--- src/rtl/instr_mem_loader.sv ---
// Byte-stream loader for instruction memory: packs little-endian bytes into words,
// writes them at consecutive word addresses and stalls the CPU until the image is in.
module instr_mem_loader #(
   parameter int N     = 32,
   parameter int DEPTH = 256,
   parameter int LW    = 9
) (
   input  logic          clk,
   input  logic          rst,
   input  logic          start,
   input  logic          abort,
   input  logic [LW-1:0] load_len,
   input  logic [7:0]    byte_data,
   input  logic          byte_valid,
   output logic          byte_ready,
   output logic          mem_we,
   output logic [N-1:0]  mem_address,
   output logic [N-1:0]  mem_wdata,
   output logic          busy,
   output logic          done,
   output logic          error,
   output logic          cpu_hold
);

   typedef enum logic [1:0] {IDLE, RECV, WRITE, DONE} stateT;

   stateT         state, nextState;
   logic [1:0]    byteIdx;
   logic [LW-1:0] wordIdx;
   logic [LW-1:0] loadLenQ;
   logic [N-9:0]  asmWord;
   logic [N-1:0]  addrQ;
   logic [N-1:0]  dataQ;
   logic          errorQ;

   logic startOk;
   logic lenTooBig;
   logic xfer;
   logic lastWord;

   // abort takes priority over a simultaneous start
   assign startOk   = start && !abort && (state == IDLE || state == DONE);
   assign lenTooBig = load_len > LW'(DEPTH);
   assign xfer      = byte_valid && (state == RECV);
   assign lastWord  = wordIdx == (loadLenQ - LW'(1));

   always_ff @(posedge clk or negedge rst) begin
      if (!rst) begin
         state <= IDLE;
      end else begin
         // NOTE: sequential state is updated with non-blocking assignments only,
         // so every flop samples the pre-edge values of its neighbours.
         state <= nextState;
      end
   end

   always_comb begin
      // NOTE: default first; any path that skips an assignment holds state
      // explicitly instead of inferring a latch.
      nextState = state;
      unique case (state)
         IDLE, DONE: begin
            if (startOk && !lenTooBig)
               nextState = (load_len == '0) ? DONE : RECV;
         end
         RECV: begin
            if (abort)
               nextState = IDLE;
            else if (xfer && byteIdx == 2'd3)
               nextState = WRITE;
         end
         WRITE: begin
            if (abort)
               nextState = IDLE;
            else
               nextState = lastWord ? DONE : RECV;
         end
         default: nextState = IDLE;
      endcase
   end

   always_ff @(posedge clk or negedge rst) begin
      if (!rst) begin
         byteIdx  <= '0;
         wordIdx  <= '0;
         loadLenQ <= '0;
         asmWord  <= '0;
         addrQ    <= '0;
         dataQ    <= '0;
         errorQ   <= 1'b0;
      end else begin
         if (startOk) begin
            if (lenTooBig) begin
               errorQ <= 1'b1;
            end else begin
               errorQ   <= 1'b0;
               byteIdx  <= '0;
               wordIdx  <= '0;
               loadLenQ <= load_len;
            end
         end

         if (state == RECV && abort) begin
            byteIdx <= '0;
         end else if (xfer) begin
            byteIdx <= byteIdx + 2'd1;
            // The fourth byte goes straight into the output word, so the
            // write data is already stable for the whole WRITE cycle.
            unique case (byteIdx)
               2'd0: asmWord[7:0]   <= byte_data;
               2'd1: asmWord[15:8]  <= byte_data;
               2'd2: asmWord[23:16] <= byte_data;
               2'd3: begin
                  dataQ <= {byte_data, asmWord};
                  addrQ <= N'({wordIdx, 2'b00});
               end
               default: ;
            endcase
         end

         if (state == WRITE && !abort && !lastWord)
            wordIdx <= wordIdx + LW'(1);
      end
   end

   assign byte_ready  = (state == RECV);
   assign mem_we      = (state == WRITE);
   assign mem_address = addrQ;
   assign mem_wdata   = dataQ;
   assign busy        = (state == RECV) || (state == WRITE);
   assign done        = (state == DONE);
   assign cpu_hold    = (state != DONE);
   assign error       = errorQ;

endmodule
--- config.mk ---
export PLATFORM = sky130hd
export DESIGN_NAME = instr_mem_loader
export DESIGN_NICKNAME = d
export VERILOG_FILES = /design/src/rtl/instr_mem_loader.sv
export SDC_FILE = /design/constraint.sdc
export NUM_CORES = 1
export LEC_CHECK = 0
export ABC_AREA = 0
export BUFFER_PORTS_ARGS = -buffer_cell sky130_fd_sc_hd__buf_2
export CORE_ASPECT_RATIO = 1.4
export CORE_UTILIZATION = 49
export DETAILED_ROUTE_END_ITERATION = 10
export PLACE_DENSITY = 0.76
export SLEW_MARGIN = 10
export SYNTH_ARGS = -nofsm -noshare
export SYNTH_HDL_FRONTEND = slang
export SYNTH_SLANG_ARGS = --single-unit
--- constraint.sdc ---
create_clock -name clk -period 2.3 [get_ports clk]
set_input_delay 0.115 -clock clk [delete_from_list [all_inputs] [get_ports clk]]
set_output_delay 0.115 -clock clk [all_outputs]
set_load 0.05 [all_outputs]
* Word level (Yosys, flattened, before mapping)
Index checks and enable logic that the tools add are counted.
** Operators by class
- Add/sub/neg operators :: 3
- Magnitude comparators :: 1
- Equality and inequality tests :: 12
- Mux-type cells :: 15
- Bitwise gates (word level) :: 2
- Reductions and logical operators :: 27
** Operators by type and width (number)
- two-way mux 9 bit :: 3
- two-way mux 2 bit :: 10
- AND reduction 3 bit :: 4
- adder 9 x 1 -> 9 bit (second input constant) :: 1
- equality test 9 bit :: 1
- greater-than comparator 9 bit (second input constant) :: 1
- logical NOT 9 bit :: 1
- subtractor 9 x 1 -> 9 bit (second input constant) :: 1
- equality test 2 bit (second input constant) :: 4
- logical AND 1 bit :: 8
- AND reduction 2 bit :: 4
- one-hot mux 2 bit (3 select lines) :: 1
- equality test 2 x 1 -> 1 bit (second input constant) :: 2
- logical NOT 2 bit :: 2
- inequality test 2 bit (second input constant) :: 2
- logical NOT 1 bit :: 3
- inequality test 3 x 1 -> 1 bit (second input constant) :: 1
- inequality test 3 x 2 -> 1 bit (second input constant) :: 1
- nonzero test 3 bit :: 1
- adder 2 x 1 -> 2 bit (second input constant) :: 1
- logical OR 1 bit :: 2
- inequality test 2 x 1 -> 1 bit (second input constant) :: 1
- inverter 1 bit :: 2
- nonzero test 2 bit :: 1
- other kinds (2) :: 2
** Word-level totals
- Register bits :: 88
- Input bits :: 22
- Output and inout bits :: 70
- Word-level logic and storage cells :: 70

* Depth between registers and ports, before layout
Gate-level depths: netlist of the first run.
- Depth in word-level cells :: 6
- Depth in mapped cells :: 10
- Mapped depth without buffers :: 9

* Least setup slack after synthesis of the first run
Ideal clock, no wire load.
- Path type :: reg-to-reg
- Start point :: register loadLenQ[3]
- End point :: register wordIdx[6]
- Library setup time :: 124 ps
- Arrival time :: 2203 ps
- Data required time :: 2176 ps
- Path slack :: -27 ps
- Cell stages (with the launch flop) :: 10
- Buffers on the path :: 2
- Clock period less this slack :: 2327 ps
- Cell sequence :: dfrtp_1 -> buf_6 -> or4_4 -> nor4_4 -> nor2_1 -> a32o_2 -> nor2_8 -> buf_8 -> nor2_1 -> a211o_1
** On the way
- Word-level cells in the longest chain between the ends :: 6
- Elaborated cells between the ends (all ways) :: 8
- Those cells by class :: 1 x add/sub; 2 x eq/ne; 1 x mux; 4 x reduce/logical
** RTL lines
- start: declaration :: RTL line 30 : logic [LW-1:0] loadLenQ;
- start signal: assignment :: RTL line 99 : loadLenQ <= load_len;
- subtractor 9 x 1 -> 9 bit (*) :: RTL line 45 : assign lastWord = wordIdx == (loadLenQ - LW'(1));
- equality test 9 bit (*) :: RTL line 45
- logical NOT 1 bit (*) :: RTL line 121 : if (state == WRITE && !abort && !lastWord)
- logical AND 1 bit (*) :: RTL line 121
- inequality test 2 x 1 -> 1 bit (no line) / nonzero test 2 bit (equally long branches)
- AND reduction 2 bit (no line)
- end signal: assignment :: RTL line 122 : wordIdx <= wordIdx + LW'(1);
- end: declaration :: RTL line 29 : logic [LW-1:0] wordIdx;
Mark *: on every way between the ends. The rest lies on a longest branch, timed or not.
A chain may end at the register's enable or synchronous reset.

* Final worst setup path of the first run
- Start point :: register loadLenQ[4]
- End point :: register wordIdx[5]
The elaborated chain is that of the path after synthesis.

==> results of run 1 <==
## registers in the layout, indices dropped and copies added, names as in the netlist
register	cells
state	2
mem_wdata	32
mem_address	9
error	1
byteIdx	2
wordIdx	9
loadLenQ	9
asmWord	24
## cells in the final DEF (no fill, tap or decap), drive strengths merged, types with 5 or more instances in the layout
cell type / count
buf: 91
dfrtp: 88
mux2: 64
nand2: 35
conb: 23
o21ai: 14
nor2: 14
inv: 13
clkbuf: 9
nand3: 9
ha: 9
xnor2: 7
nor3: 7
a211o: 6
a21oi: 5
dlygate4sd3: 5
## repair_timing
action,in CTS,in global routing
buffers inserted,2,6
hold buffers,5,0
endpoints found under the setup margin,5,10
endpoints found under the hold margin,49,0
gates resized for setup,0,17
pin swaps,2,6
## area by class of cell
type	count	share of cell area [%]
Sequential cell	88	42.8
Multi-Input combinational cell	239	35.6
Clock buffer	9	4.37
Inverter	13	0.947
Timing Repair Buffer	96	11.5
Clock inverter	7	2.33
Tap cell	102	2.48
## power groups by stage
stage               clock network [mW]  logic [mW]  registers, mW
floorplan                            0        1.50           2.61
global placement                     0        2.30           2.25
detailed placement                   0        2.35           2.29
CTS                               1.70        2.41           2.26
global route                      1.76        2.83           2.32
finish                            1.66        2.63           2.27
## worst max-delay path by stage
stage / endpoint / slack, ns
final: wordIdx[5] / -0.01
after global routing: wordIdx[5] / -0.05
after CTS: wordIdx[2] / 0.02
after detailed placement: wordIdx[2] / -0.007
after global placement: wordIdx[2] / 0.03
after floorplan: wordIdx[6] / 0.04
## logic make-up (layout without fill, tap and decap cells)
group	count (synthesis)	count (layout)	synth area share, %
AND/OR/NAND/NOR	94	94	12.1
XOR/XNOR	11	11	2.30
AO/OA/AOI/OAI	38	38	6.12
adder cells (fa/ha/maj)	9	9	2.69
multiplexers	64	64	17.2
flip-flops	88	88	52.5
other	1	23	0.0894
buffers and inverters	51	125	7.07
## routing by layer
metal  wire length, microns  part of all wire [%]  global-route usage (%)  up-vias
met2                   4490                    53                    35.0       86
met1                   3380                    40                    24.3     1475
li1                       -                     -                       -     1365
met5                      0                     0                       0        -
met3                    415                   4.9                    5.33       19
met4                    188                   2.2                    7.74        0
## tightest hold or removal path: stages
cell and delay [ns]:
buf_2 0.09, nand2_1 0.05, nand2_1 0.06
## through the flow
| stage | hold WS (ns) | power (mW) |
|---|---|---|
| after floorplan | -0.181 | 4.11 |
| after global placement | 0.145 | 4.55 |
| after detailed placement | 0.154 | 4.64 |
| after CTS | 0.00350 | 6.37 |
| after global routing | 0.0216 | 6.91 |
| final | 0.0136 | 6.57 |
==> metrics, run 1 <==
status=finished with violations; failing checks=negative setup slack; Slew @ Worst Pin=0.578 ns; Avg Cell Area, Syn=11.8 sq um; # fillers=637; Reg clk slew, reported paths=0.06 ns; largest cells by area after synthesis=dfrtp_1 53%, mux2_2 17%, buf_4 4.1%, nand2_1 3.1%, ha_1 2.7%; peak supply drop=703 uV; H-tree Lvls=3; #FFs+latches synth=88; synth cell count leaders=88 x dfrtp_1, 64 x mux2_2, 35 x nand2_1; vias in the first global route=2,889; ys async rst share=100%; Fin Setup TNS=-0.0278 ns; Final Slew Violations=0; Num CTS Buffers=9; drt initial violations=133; # clock sinks=88; hold path endpoint=loadLenQ[3]; top_reg_cell synth=dfrtp_1; FMAX=0.432 GHz; library cells used by synthesis=46; post-route clock period utilization=101%; hold path depth=3; post-synth top area cell=dfrtp_1; Internal=4.06 mW; clk root buf=clkbuf_16; first-pass GRT wire length=13,900 microns; Yosys Warn Count=0; Max Cap Violations=0; Post-Route WL=8480 microns; CP Depth=7; Fin Clk Skew=0.00652 ns; Area Growth Syn to Fin=22.8%; Cell Chain, Critical Path=or4_4 > nand4b_1 > a32o_2 > nor2_8 > buf_6 > nor2_2 > a211o_1; Via density=5.32; Clock Latency Late Sink=0.33 ns; routed len/inst=15.3 microns; drt first pass iters=4; placed cell count=525; Post-Layout Cell Count=554; critical path class=flop to flop; Post-Syn Instances=356; Die Width=80.2 microns; placed inst area=4640 sq um; pre-CTS WS=-0.00675 ns; Crit. Startpoint=loadLenQ[4]; Critical Path RT=2.52 ns; Clk pwr share=25.3%; crit path time final=2.31 ns; Worst setup SP type=flop; RSZ-0062 raised after global routing=true; Nets=478; via count of the routed design=2,945; endpoints failing setup=2; Clock Tree Buf Depth=2; sequential fraction of the synthesis area=52.5%; num rows=39; Register-to-Register Setup Slack=-0.01 ns; register area=2200 sq um; Die Y=111 microns; delay-heaviest family, CP=simple AND/OR/NAND/NOR gates; largest net degree at the start of global routing=47; CTS tree=yes; PwrDens=1280 nW/um^2; # DRC=0; Final Instance Area=5150 sq um; n_diodes=0; Total Routing Usage GR=20.4%; most frequent cell after synthesis=dfrtp_1; Netlist Area Pre-Place=4190 sq um; post-route setup slack=-0.0148 ns; Post-synth EDFFs=0; Final GP Congestion=0.860; post-synth top area share=52.5%; crit end category=flop; share of cells above drive strength 1=42.3%; logic gate share of total power=40.1%; Slew HR=61.5%; slowest stage cell, crit path=or4_4; Psw=2.51 mW; GRT overflow=0; Core Box Area=8250 sq um; I/O pins=92; dpl hpwl=5950 microns; Reg power frac=34.6%; CP peak stage delay=0.53 ns; Worst Hold Class=input port to flop; critical-path maximum fanout=7; initial antenna violation count=0; cell leakage power=2.71 nW; number of I/O port buffers=68; Initial Utilization=50.9%; Core Util, Final=62.5%; total die area=8940 sq um; Worst Path Buf+Inv=1; worst path arrival time=2.54 ns; sw frac=38.2%; Multi-input gate area=1830 sq um; FF-to-FF End=wordIdx[5]; Hold Crit Start=load_len[3]; r2r worst-path depth=7; Hold Vio Cnt, Final=0; Reg-to-Reg Start=loadLenQ[4]; Routed Antenna Nets=0
No activity file was read; power rests on OpenSTA's default activity.
==> run 2, diff against run 1 <==
- BUFFER_PORTS_ARGS: -buffer_cell sky130_fd_sc_hd__buf_2 -> unset
- CORE_UTILIZATION: 49 -> 57
- DONT_BUFFER_PORTS: unset -> 1
- PLACE_DENSITY: 0.76 -> 0.75
==> run 2 against run 1 <==
  * The run now ends clean
  * Die area down 14%
  * Flip-flop and latch count unchanged
  * Utilization up 5.0 points
  * Via count down 11%
  * Clock power down 37%
  * Critical endpoint is now state[1]
  * Cell area down 7.9%
  * Sequential share of layout area up 3.7 points
==> metrics, run 2 (synthesized netlist as in run 1, its figures left out) <==
max reg flops=32; r2r worst-path depth=9; clk root buf=clkbuf_8; # DRC=0; n_diodes=0; Fin Clk Skew=0.00549 ns; Reg-to-Reg Start=loadLenQ[1]; number of I/O port buffers=0; CTS tree=yes; GRT overflow=0; status=completed; vias in the first global route=2,629; cell leakage power=2.35 nW; Routed Antenna Nets=0; # fillers=544; PwrDens=1190 nW/um^2; post-route clock period utilization=97.4%; Worst Hold Class=input port to flop; Critical Path RT=2.60 ns; Nets=421; Total Routing Usage GR=22.9%; Via density=5.39; H-tree Lvls=3; share of cells above drive strength 1=29.0%; Slew HR=65.0%; largest net degree at the start of global routing=89; Final GP Congestion=0.879; crit end category=flop; drt initial violations=96; first-pass GRT wire length=12,700 microns; power consumption=5.67 mW; RSZ-0062 raised after global routing=true; Core Util, Final=67.5%; via count of the routed design=2,630; Die Width=74.5 microns; Hold Vio Cnt, Final=0; Final Slew Violations=0; Area Growth Syn to Fin=13.1%; register area=2200 sq um; Num CTS Buffers=9; endpoints failing setup=0; Reg clk slew, reported paths=0.08 ns; critical path class=flop to flop; Slew @ Worst Pin=0.523 ns; Clock Latency Late Sink=0.36 ns; I/O pins=92; critical path endpoint=state[1]; Crit. Startpoint=loadLenQ[1]; Register-to-Register Setup Slack=0.06 ns; dpl hpwl=5590 microns; peak supply drop=699 uV; commonest non-fill, non-tap cell in the layout=dfrtp_1; Initial Utilization=59.7%; crit path time final=2.24 ns; Post-Route WL=8150 microns; worst path arrival time=2.54 ns; # clock sinks=88; Worst setup SP type=flop; Die Y=103 microns; Clock Tree Buf Depth=2; drt first pass iters=4; most frequent cells in the layout=87 x dfrtp_1, 64 x mux2_2, 35 x nand2_1; FF-to-FF End=state[1]; Max Cap Violations=0; Multi-input gate area=1820 sq um; total die area=7710 sq um; FMAX=0.446 GHz; initial antenna violation count=0; num rows=36; routed len/inst=16.7 microns; Core Box Area=7030 sq um; critical-path maximum fanout=5
==> run 2: changes by cell type in the layout (fill, tap and decap cells not counted), moves of 2 or more <==
cell and change:
buf_2 -67, buf_4 -4, bufinv_16 -2, clkbuf_16 -9, clkbuf_8 +10, dlygate4sd3_1 +14, nor2_1 +2
==> run 2: final cells by class <==
| type | instances | share of cell area (%) |
|---|---|---|
| inverters | 13 | 1.03 |
| well taps | 95 | 2.51 |
| repair buffers | 38 | 7.70 |
| clock inverters | 3 | 0.923 |
| clock buffers | 11 | 2.98 |
| multi-input cells | 240 | 38.4 |
| flip-flops and latches | 88 | 46.5 |
==> run 2: power breakdown <==
group | internal (mW) | total (mW) | switching, mW | leakage (nW)
sequential | 1.95 | 2.69 | 0.734 | 1.17
clock | 0.520 | 1.04 | 0.522 | 0.0952
combinational | 0.850 | 1.94 | 1.09 | 1.08
==> run 2: how the worst min path moves through the flow <==
stage / from / end / slack, ns / cells past startpoint
global placement: rst / mem_address[4] / -0.18 / 0
global route: byte_valid / byteIdx[1] / 0.04 / 2
CTS: byte_valid / byteIdx[1] / 0.007 / 2
detailed placement: rst / mem_address[8] / -0.18 / 0
finish: byte_valid / byteIdx[1] / 0.008 / 2
floorplan: rst / asmWord[0] / -0.18 / 0
==> run 2: timing repair <==
| item | 4_1_cts | 5_1_grt |
|---|---|---|
| endpoints found under the setup margin | 3 | 9 |
| hold endpoints to repair | 131 | 0 |
| pin swaps | 2 | 5 |
| cloned | 1 | 0 |
| hold buffers | 20 | 0 |
| gates resized for setup | 0 | 9 |
| setup buffers | 0 | 2 |
==> run 2: per-layer routing <==
metal  vias to the layer above  global-route usage, %  share of wire (%)
met2                        72                   39.2                 52
met1                      1298                   26.0                 40
met3                        14                   7.56                5.5
li1                       1246                      -                  -
met4                         0                   9.58                2.4
met5                         -                      0                  0
==> run 2: critical path: stages, from the launching register on <==
cell and delay, ns:
dfrtp_1 0.41, buf_4 0.14, nor3_1 0.17, buf_4 0.16
nand4b_1 0.10, a41o_1 0.27, a2111oi_0 0.43, o21a_1 0.21
a211o_1 0.13, a22o_1 0.14
==> run 2: stage by stage <==
step / worst slack [ns] / instances / hold WS (ns) / TNS, ns / cell area (sq um)
CTS: 0.00491 / 486 / 0.00732 / 0 / 4700
floorplan: 0.0368 / 378 / -0.181 / 0 / 4280
global route: -0.00164 / 488 / 0.0367 / -0.00234 / 4740
detailed placement: -0.00460 / 451 / -0.178 / -0.00460 / 4290
finish: 0.0596 / 488 / 0.00828 / 0 / 4740
global placement: 0.0709 / 451 / -0.178 / 0 / 4290
